===== src/rtl/pipe_stall_ctrl.sv =====
// ---------------------------------------------------------------------------
// pipe_stall_ctrl
//
// Stall and flush sequencer for the 4-stage pipeline (IF, ID, EXE, LSU/WB).
// It handles the hazards that forwarding cannot cover: load-use, branch
// mispredict, data-memory wait and instruction-fetch wait. From these it
// drives the per-stage register enables and the NOP-insertion controls. It
// also keeps two saturating performance counters.
//
// Parameters
//   LOAD_LAT      data-memory read latency; a load-use hazard holds ID for
//                 this many cycles (1..8)
//   FLUSH_CYCLES  cycles IF/ID is killed after a mispredict (1..8)
//
// Ports
//   clk, rst                  clock, synchronous active-high reset
//   id_rs1_addr/id_rs2_addr   source registers of the ID instruction
//   id_rs1_used/id_rs2_used   ID instruction actually reads rs1/rs2
//   exe_wr_addr, exe_reg_wr   destination and write flag of the EXE instr
//   exe_is_load               EXE instruction is a load
//   br_mispredict             EXE branch resolved against the prediction
//   lsu_req, lsu_ack          outstanding data access / completes this cycle
//   imem_ready                instruction fetch data valid this cycle
//   pc_en, ifid_en, idexe_en, exelsu_en   pipeline register enables
//   ifid_flush, idexe_flush   load a NOP into IF/ID or ID/EXE
//   ctrl_state                RUN=0, LOAD_STALL=1, MEM_WAIT=2, FLUSH=3
//   stall_count               cycles with pc_en low (saturating)
//   flush_count               accepted mispredicts (saturating)
// ---------------------------------------------------------------------------
module pipe_stall_ctrl #(
  parameter int LOAD_LAT     = 1,
  parameter int FLUSH_CYCLES = 1
) (
  input  logic        clk,
  input  logic        rst,
  input  logic [4:0]  id_rs1_addr,
  input  logic [4:0]  id_rs2_addr,
  input  logic        id_rs1_used,
  input  logic        id_rs2_used,
  input  logic [4:0]  exe_wr_addr,
  input  logic        exe_reg_wr,
  input  logic        exe_is_load,
  input  logic        br_mispredict,
  input  logic        lsu_req,
  input  logic        lsu_ack,
  input  logic        imem_ready,
  output logic        pc_en,
  output logic        ifid_en,
  output logic        idexe_en,
  output logic        exelsu_en,
  output logic        ifid_flush,
  output logic        idexe_flush,
  output logic [1:0]  ctrl_state,
  output logic [31:0] stall_count,
  output logic [15:0] flush_count
);

  typedef enum logic [1:0] {
    RUN        = 2'd0,
    LOAD_STALL = 2'd1,
    MEM_WAIT   = 2'd2,
    FLUSH      = 2'd3
  } state_t;

  state_t      state_q;
  state_t      state_d;
  logic [3:0]  cnt_q;
  logic [3:0]  cnt_d;
  logic [31:0] stall_count_q;
  logic [15:0] flush_count_q;

  logic load_use;
  logic mem_wait;
  logic run_eval;
  logic last_cycle;
  logic flush_take;

  // Hazard terms. Register x0 never creates a dependency, so a load that
  // targets x0 must not stall.
  assign load_use = exe_is_load & exe_reg_wr & (exe_wr_addr != 5'd0) &
                    ((id_rs1_used & (id_rs1_addr == exe_wr_addr)) |
                     (id_rs2_used & (id_rs2_addr == exe_wr_addr)));
  assign mem_wait = lsu_req & ~lsu_ack;

  // Next-state and output decode. The RUN priority chain (mispredict,
  // load-use, fetch wait, normal) is shared by RUN and by the ack cycle of
  // MEM_WAIT. run_eval selects it, so a mispredict held during a memory wait
  // is taken once the wait completes. The down-counter holds the remaining
  // extra cycles. A multi-cycle state therefore leaves when the counter is
  // about to reach zero. The entry cycle in RUN counts as the first cycle.
  // Reset is applied last so that it overrides every output.
  always_comb begin
    pc_en       = 1'b0;
    ifid_en     = 1'b0;
    idexe_en    = 1'b0;
    exelsu_en   = 1'b0;
    ifid_flush  = 1'b0;
    idexe_flush = 1'b0;
    state_d     = state_q;
    cnt_d       = cnt_q;
    flush_take  = 1'b0;
    run_eval    = 1'b0;
    last_cycle  = (cnt_q <= 4'd1);

    case (state_q)
      RUN: begin
        if (mem_wait) begin
          state_d = MEM_WAIT;
        end else begin
          run_eval = 1'b1;
        end
      end
      LOAD_STALL: begin
        if (mem_wait) begin
          state_d = MEM_WAIT;
          cnt_d   = 4'd0;
        end else begin
          idexe_en    = 1'b1;
          idexe_flush = 1'b1;
          exelsu_en   = 1'b1;
          cnt_d       = last_cycle ? 4'd0 : cnt_q - 4'd1;
          if (last_cycle) begin
            state_d = RUN;
          end
        end
      end
      MEM_WAIT: begin
        if (lsu_ack) begin
          state_d  = RUN;
          run_eval = 1'b1;
        end
      end
      FLUSH: begin
        if (mem_wait) begin
          state_d = MEM_WAIT;
          cnt_d   = 4'd0;
        end else begin
          pc_en      = imem_ready;
          ifid_en    = 1'b1;
          idexe_en   = 1'b1;
          exelsu_en  = 1'b1;
          ifid_flush = 1'b1;
          cnt_d      = last_cycle ? 4'd0 : cnt_q - 4'd1;
          if (last_cycle) begin
            state_d = RUN;
          end
        end
      end
      default: begin
        state_d = RUN;
        cnt_d   = 4'd0;
      end
    endcase

    if (run_eval) begin
      if (br_mispredict) begin
        pc_en       = 1'b1;
        ifid_en     = 1'b1;
        idexe_en    = 1'b1;
        exelsu_en   = 1'b1;
        ifid_flush  = 1'b1;
        idexe_flush = 1'b1;
        flush_take  = 1'b1;
        if (FLUSH_CYCLES > 1) begin
          state_d = FLUSH;
          cnt_d   = 4'(FLUSH_CYCLES - 1);
        end else begin
          state_d = RUN;
        end
      end else if (load_use) begin
        idexe_en    = 1'b1;
        idexe_flush = 1'b1;
        exelsu_en   = 1'b1;
        if (LOAD_LAT > 1) begin
          state_d = LOAD_STALL;
          cnt_d   = 4'(LOAD_LAT - 1);
        end else begin
          state_d = RUN;
        end
      end else if (!imem_ready) begin
        ifid_en    = 1'b1;
        ifid_flush = 1'b1;
        idexe_en   = 1'b1;
        exelsu_en  = 1'b1;
      end else begin
        pc_en     = 1'b1;
        ifid_en   = 1'b1;
        idexe_en  = 1'b1;
        exelsu_en = 1'b1;
      end
    end

    if (rst) begin
      pc_en       = 1'b0;
      ifid_en     = 1'b0;
      idexe_en    = 1'b0;
      exelsu_en   = 1'b0;
      ifid_flush  = 1'b1;
      idexe_flush = 1'b1;
      flush_take  = 1'b0;
    end
  end

  // State, down-counter and perf counters. Reset drops any stall, flush or
  // wait in progress. Both counters stick at all-ones rather than wrap.
  always_ff @(posedge clk) begin
    if (rst) begin
      state_q       <= RUN;
      cnt_q         <= 4'd0;
      stall_count_q <= 32'd0;
      flush_count_q <= 16'd0;
    end else begin
      state_q <= state_d;
      cnt_q   <= cnt_d;
      if (!pc_en && (stall_count_q != 32'hFFFF_FFFF)) begin
        stall_count_q <= stall_count_q + 32'd1;
      end
      if (flush_take && (flush_count_q != 16'hFFFF)) begin
        flush_count_q <= flush_count_q + 16'd1;
      end
    end
  end

  assign ctrl_state  = state_q;
  assign stall_count = stall_count_q;
  assign flush_count = flush_count_q;

endmodule


===== config.mk =====
export PLATFORM = sky130hd
export DESIGN_NAME = pipe_stall_ctrl
export DESIGN_NICKNAME = d
export VERILOG_FILES = /design/src/rtl/pipe_stall_ctrl.sv
export SDC_FILE = /design/constraint.sdc
export NUM_CORES = 1
export LEC_CHECK = 0
export CAP_MARGIN = 0
export CORE_MARGIN = 5
export CORE_UTILIZATION = 44
export DETAILED_ROUTE_END_ITERATION = 16
export PLACE_DENSITY = 0.77
export SETUP_SLACK_MARGIN = 0.02
export SLEW_MARGIN = 30
export SYNTH_ARGS = -nofsm -noshare
export SYNTH_HDL_FRONTEND = slang
export SYNTH_SLANG_ARGS = --single-unit

===== constraint.sdc =====
create_clock -name clk -period 2.75 [get_ports clk]
set_input_delay 0.825 -clock clk [delete_from_list [all_inputs] [get_ports clk]]
set_output_delay 0.825 -clock clk [all_outputs]
set_load 0.005 [all_outputs]

==> metrics <==
post-synthesis sequential element count=54; highest routed layer=met4; final net count=484; initial antenna violation count=0; Max Cap Viol=0; Row Count=30; die area=8650 um^2; Total GRT Usage=0.184; Comb power frac=0.124; wl on met1=3.57 mm; PD cells=361 nW/um^2; Die Y=93.0 um; Ports=81; PnR Total Power=1510 uW; gr ovfl total=0; CP startpoint kind=input pin; distinct cell type count after synthesis=52; unrepaired setup endpoints after global routing=yes; post-synthesis compound-gate area fraction=0.164; Final Instance Area=4190 um^2; wire length per cell=15.1 um; Post-Syn Instances=362; crit path kind=in2out; WL met2=3.97 mm; Switch Pwr=355 uW; global-route wire length before repair=13.4 mm; Adder-Cell Fraction of Synth Area=0.0165; Layout fillers=612; final setup fails=4; CP bufs+invs=2; Core ar.=6760 um^2; Internal=1160 uW; placed cell areas=3980 um^2; Worst slew margin=0.425; number of flops mapped to enable cells by yosys=0; Hold WS=0.490 ns; number of global-route vias before repair=2,941; Clock Power Share=0.348; DR pass1 iterations=4; final setup margin=-0.344 ns; XOR/XNOR share of the synthesized area=0.0722; worst-margin pin slew=0.862 ns; worst-path cell chain=buf_6 -> or3_1 -> o311a_1 -> nand2_2 -> o21ai_2 -> a2111oi_4 -> buf_2; Vias/cell=5.85; violated checks=setup timing; ranking of synthesized cells by area=dfxtp_1, o31ai_1, or4_1; Async S/R FF share, synth=0; Clock Path Buffers=2; maximum vdd drop=0.000248 V; PortBufs=80; largest area contributor in the netlist=dfxtp_1; area grow syn2layout=38.2%; layout cell share with drive strength beyond 1=0.173; final slew viol count=0; CP delay by family, top=compound AO/OA/AOI/OAI gates; WP data arrival=2.27 ns; critical path peak fanout=2; HP Class=reg2reg; top-area cell type share of the netlist area=0.356; sequential power share=0.528; switching share of total power=0.235; ys flop type=dfxtp_1; pin count of the biggest net entering global routing=59; Mapped Nets=391; Clock Latency Late Sink=0.30 ns; setup TNS=-1.13 ns; clk root buf=clkbuf_8; post-synthesis mux area share=0.0223; GP Congestion=0.859; number of nets still failing antenna checks after routing=0; register area share after synthesis=0.356; simple-gate share of the synthesized area=0.311; clock sink total=54; Starting Density=0.449; CTS tree=done; DR vias=3,136; met3 wire len=418 um; largest family of logic cells by synthesized area=simple AND/OR/NAND/NOR gates; antenna cells=0; DRC violations left=0; Detailed Route WL=8.10 mm; dpl hpwl=5.65 mm; final hold violation count=0; Leak Pwr=0.00150 uW; clk_skew=0.0107 ns; clock-pin slew of the registers on the worst-case setup and hold paths=0.09 ns; Yosys warnings=0; endpoint class of the critical path=output pin; status=complete, but fails checks; Tcrit/Tclk final=1.13; Worst Path Required=1.93 ns; Max Clock Freq=323 MHz; cts bufs inserted=5; H-tree Lvls=2; syn_area_per_cell=8.38 um^2; post-layout min period=3.09 ns; Detailed Route Iter0 Violations=135; Worst path max stage delay=0.35 ns; hold buffers post-CTS=0; Die X=93.0 um; Crit-path slowest cell=or3_1; Netlist Area Pre-Place=3030 um^2
## cells by family after synthesis
kind of cell / after synthesis
compound gates: 75
simple gates: 167
xor+xnor: 25
fa+ha+maj: 4
mux: 6
buf+inv: 31
flops: 54
## stage by stage
step	std cells	setup slack, ns	util
after floorplan	362	-0.139	-
after global placement	525	-1.14	0.588
after detailed placement	525	-1.18	0.588
after CTS	537	-0.459	0.609
after global routing	536	-0.427	0.620
final	536	-0.344	0.620
## cell type report
type / count / area (um^2) / share of cell area
sequential: 54 / 1080 / 0.258
timing repair buffer: 107 / 971 / 0.232
clock buffer: 7 / 76.3 / 0.0182
clock inverter: 1 / 30.0 / 0.00716
inverter: 10 / 37.5 / 0.00896
multi-input combinational: 277 / 1900 / 0.452
tap: 80 / 100 / 0.0239
## timing repair
| action | 4_1_cts | 5_1_grt |
|---|---|---|
| endpoints found under the setup margin | 38 | 10 |
| resized for setup | 95 | 18 |
| buffers inserted | 5 | 1 |
| pin swaps | 24 | 9 |
## tightest hold or removal path, cell delays in order, from the launching register on
cell and delay, ns:
dfxtp_1 0.33, nand2_1 0.05, o21ai_0 0.06
## synthesized netlist by cell type, drive strengths merged (12+ instances only)
master   n
dfxtp   54
nor2    33
nand2   30
a21oi   26
nand4   22
o31ai   19
or4     18
buf     17
nand3   16
nor3    13
xor2    13
o21ai   12
xnor2   12
## per-layer routing
layer	track usage	up-vias
li1	-	1522
met1	0.236	1499
met2	0.314	102
met3	0.0378	13
met4	0.0501	0
met5	0	-
## power groups by stage
stage	registers, uW	clock network [uW]	logic, uW
detailed placement	816	0	180
CTS	799	537	179
finish	799	526	188
global placement	816	0	177
floorplan	814	0	90.8
global route	800	568	206
## cell usage in the layout (no fill, tap or decap), drive strengths merged, types with 7 or more instances in the layout
cell type	instances
inv	9
clkdlybuf4s50	52
nand2	30
dlygate4sd2	8
clkbuf	7
o21ai	12
buf	43
nor4	8
nor2b	7
xor2	13
nand4	22
nor2	33
or4	18
nor3	13
nand3	16
or3	7
a21oi	26
dfxtp	54
xnor2	12
o31ai	19
## worst paths after layout
path,start,end,slack [ns],depth (start not counted)
max,exe_wr_addr[0],ifid_en,-0.34,7
min,cnt_q[1]$_SDFFE_PP0P_,cnt_q[1]$_SDFFE_PP0P_,0.49,2
max reg2reg,stall_count[14]$_SDFFE_PP0P_,stall_count[17]$_SDFFE_PP0P_,0.34,6
min reg2reg,cnt_q[1]$_SDFFE_PP0P_,cnt_q[1]$_SDFFE_PP0P_,0.49,2
## registers in the layout, indices dropped and copies added (netlist names)
name	cells
cnt_q	4
ctrl_state	2
flush_count	16
stall_count	32
Note: power is estimated with default switching activity, not from simulation.
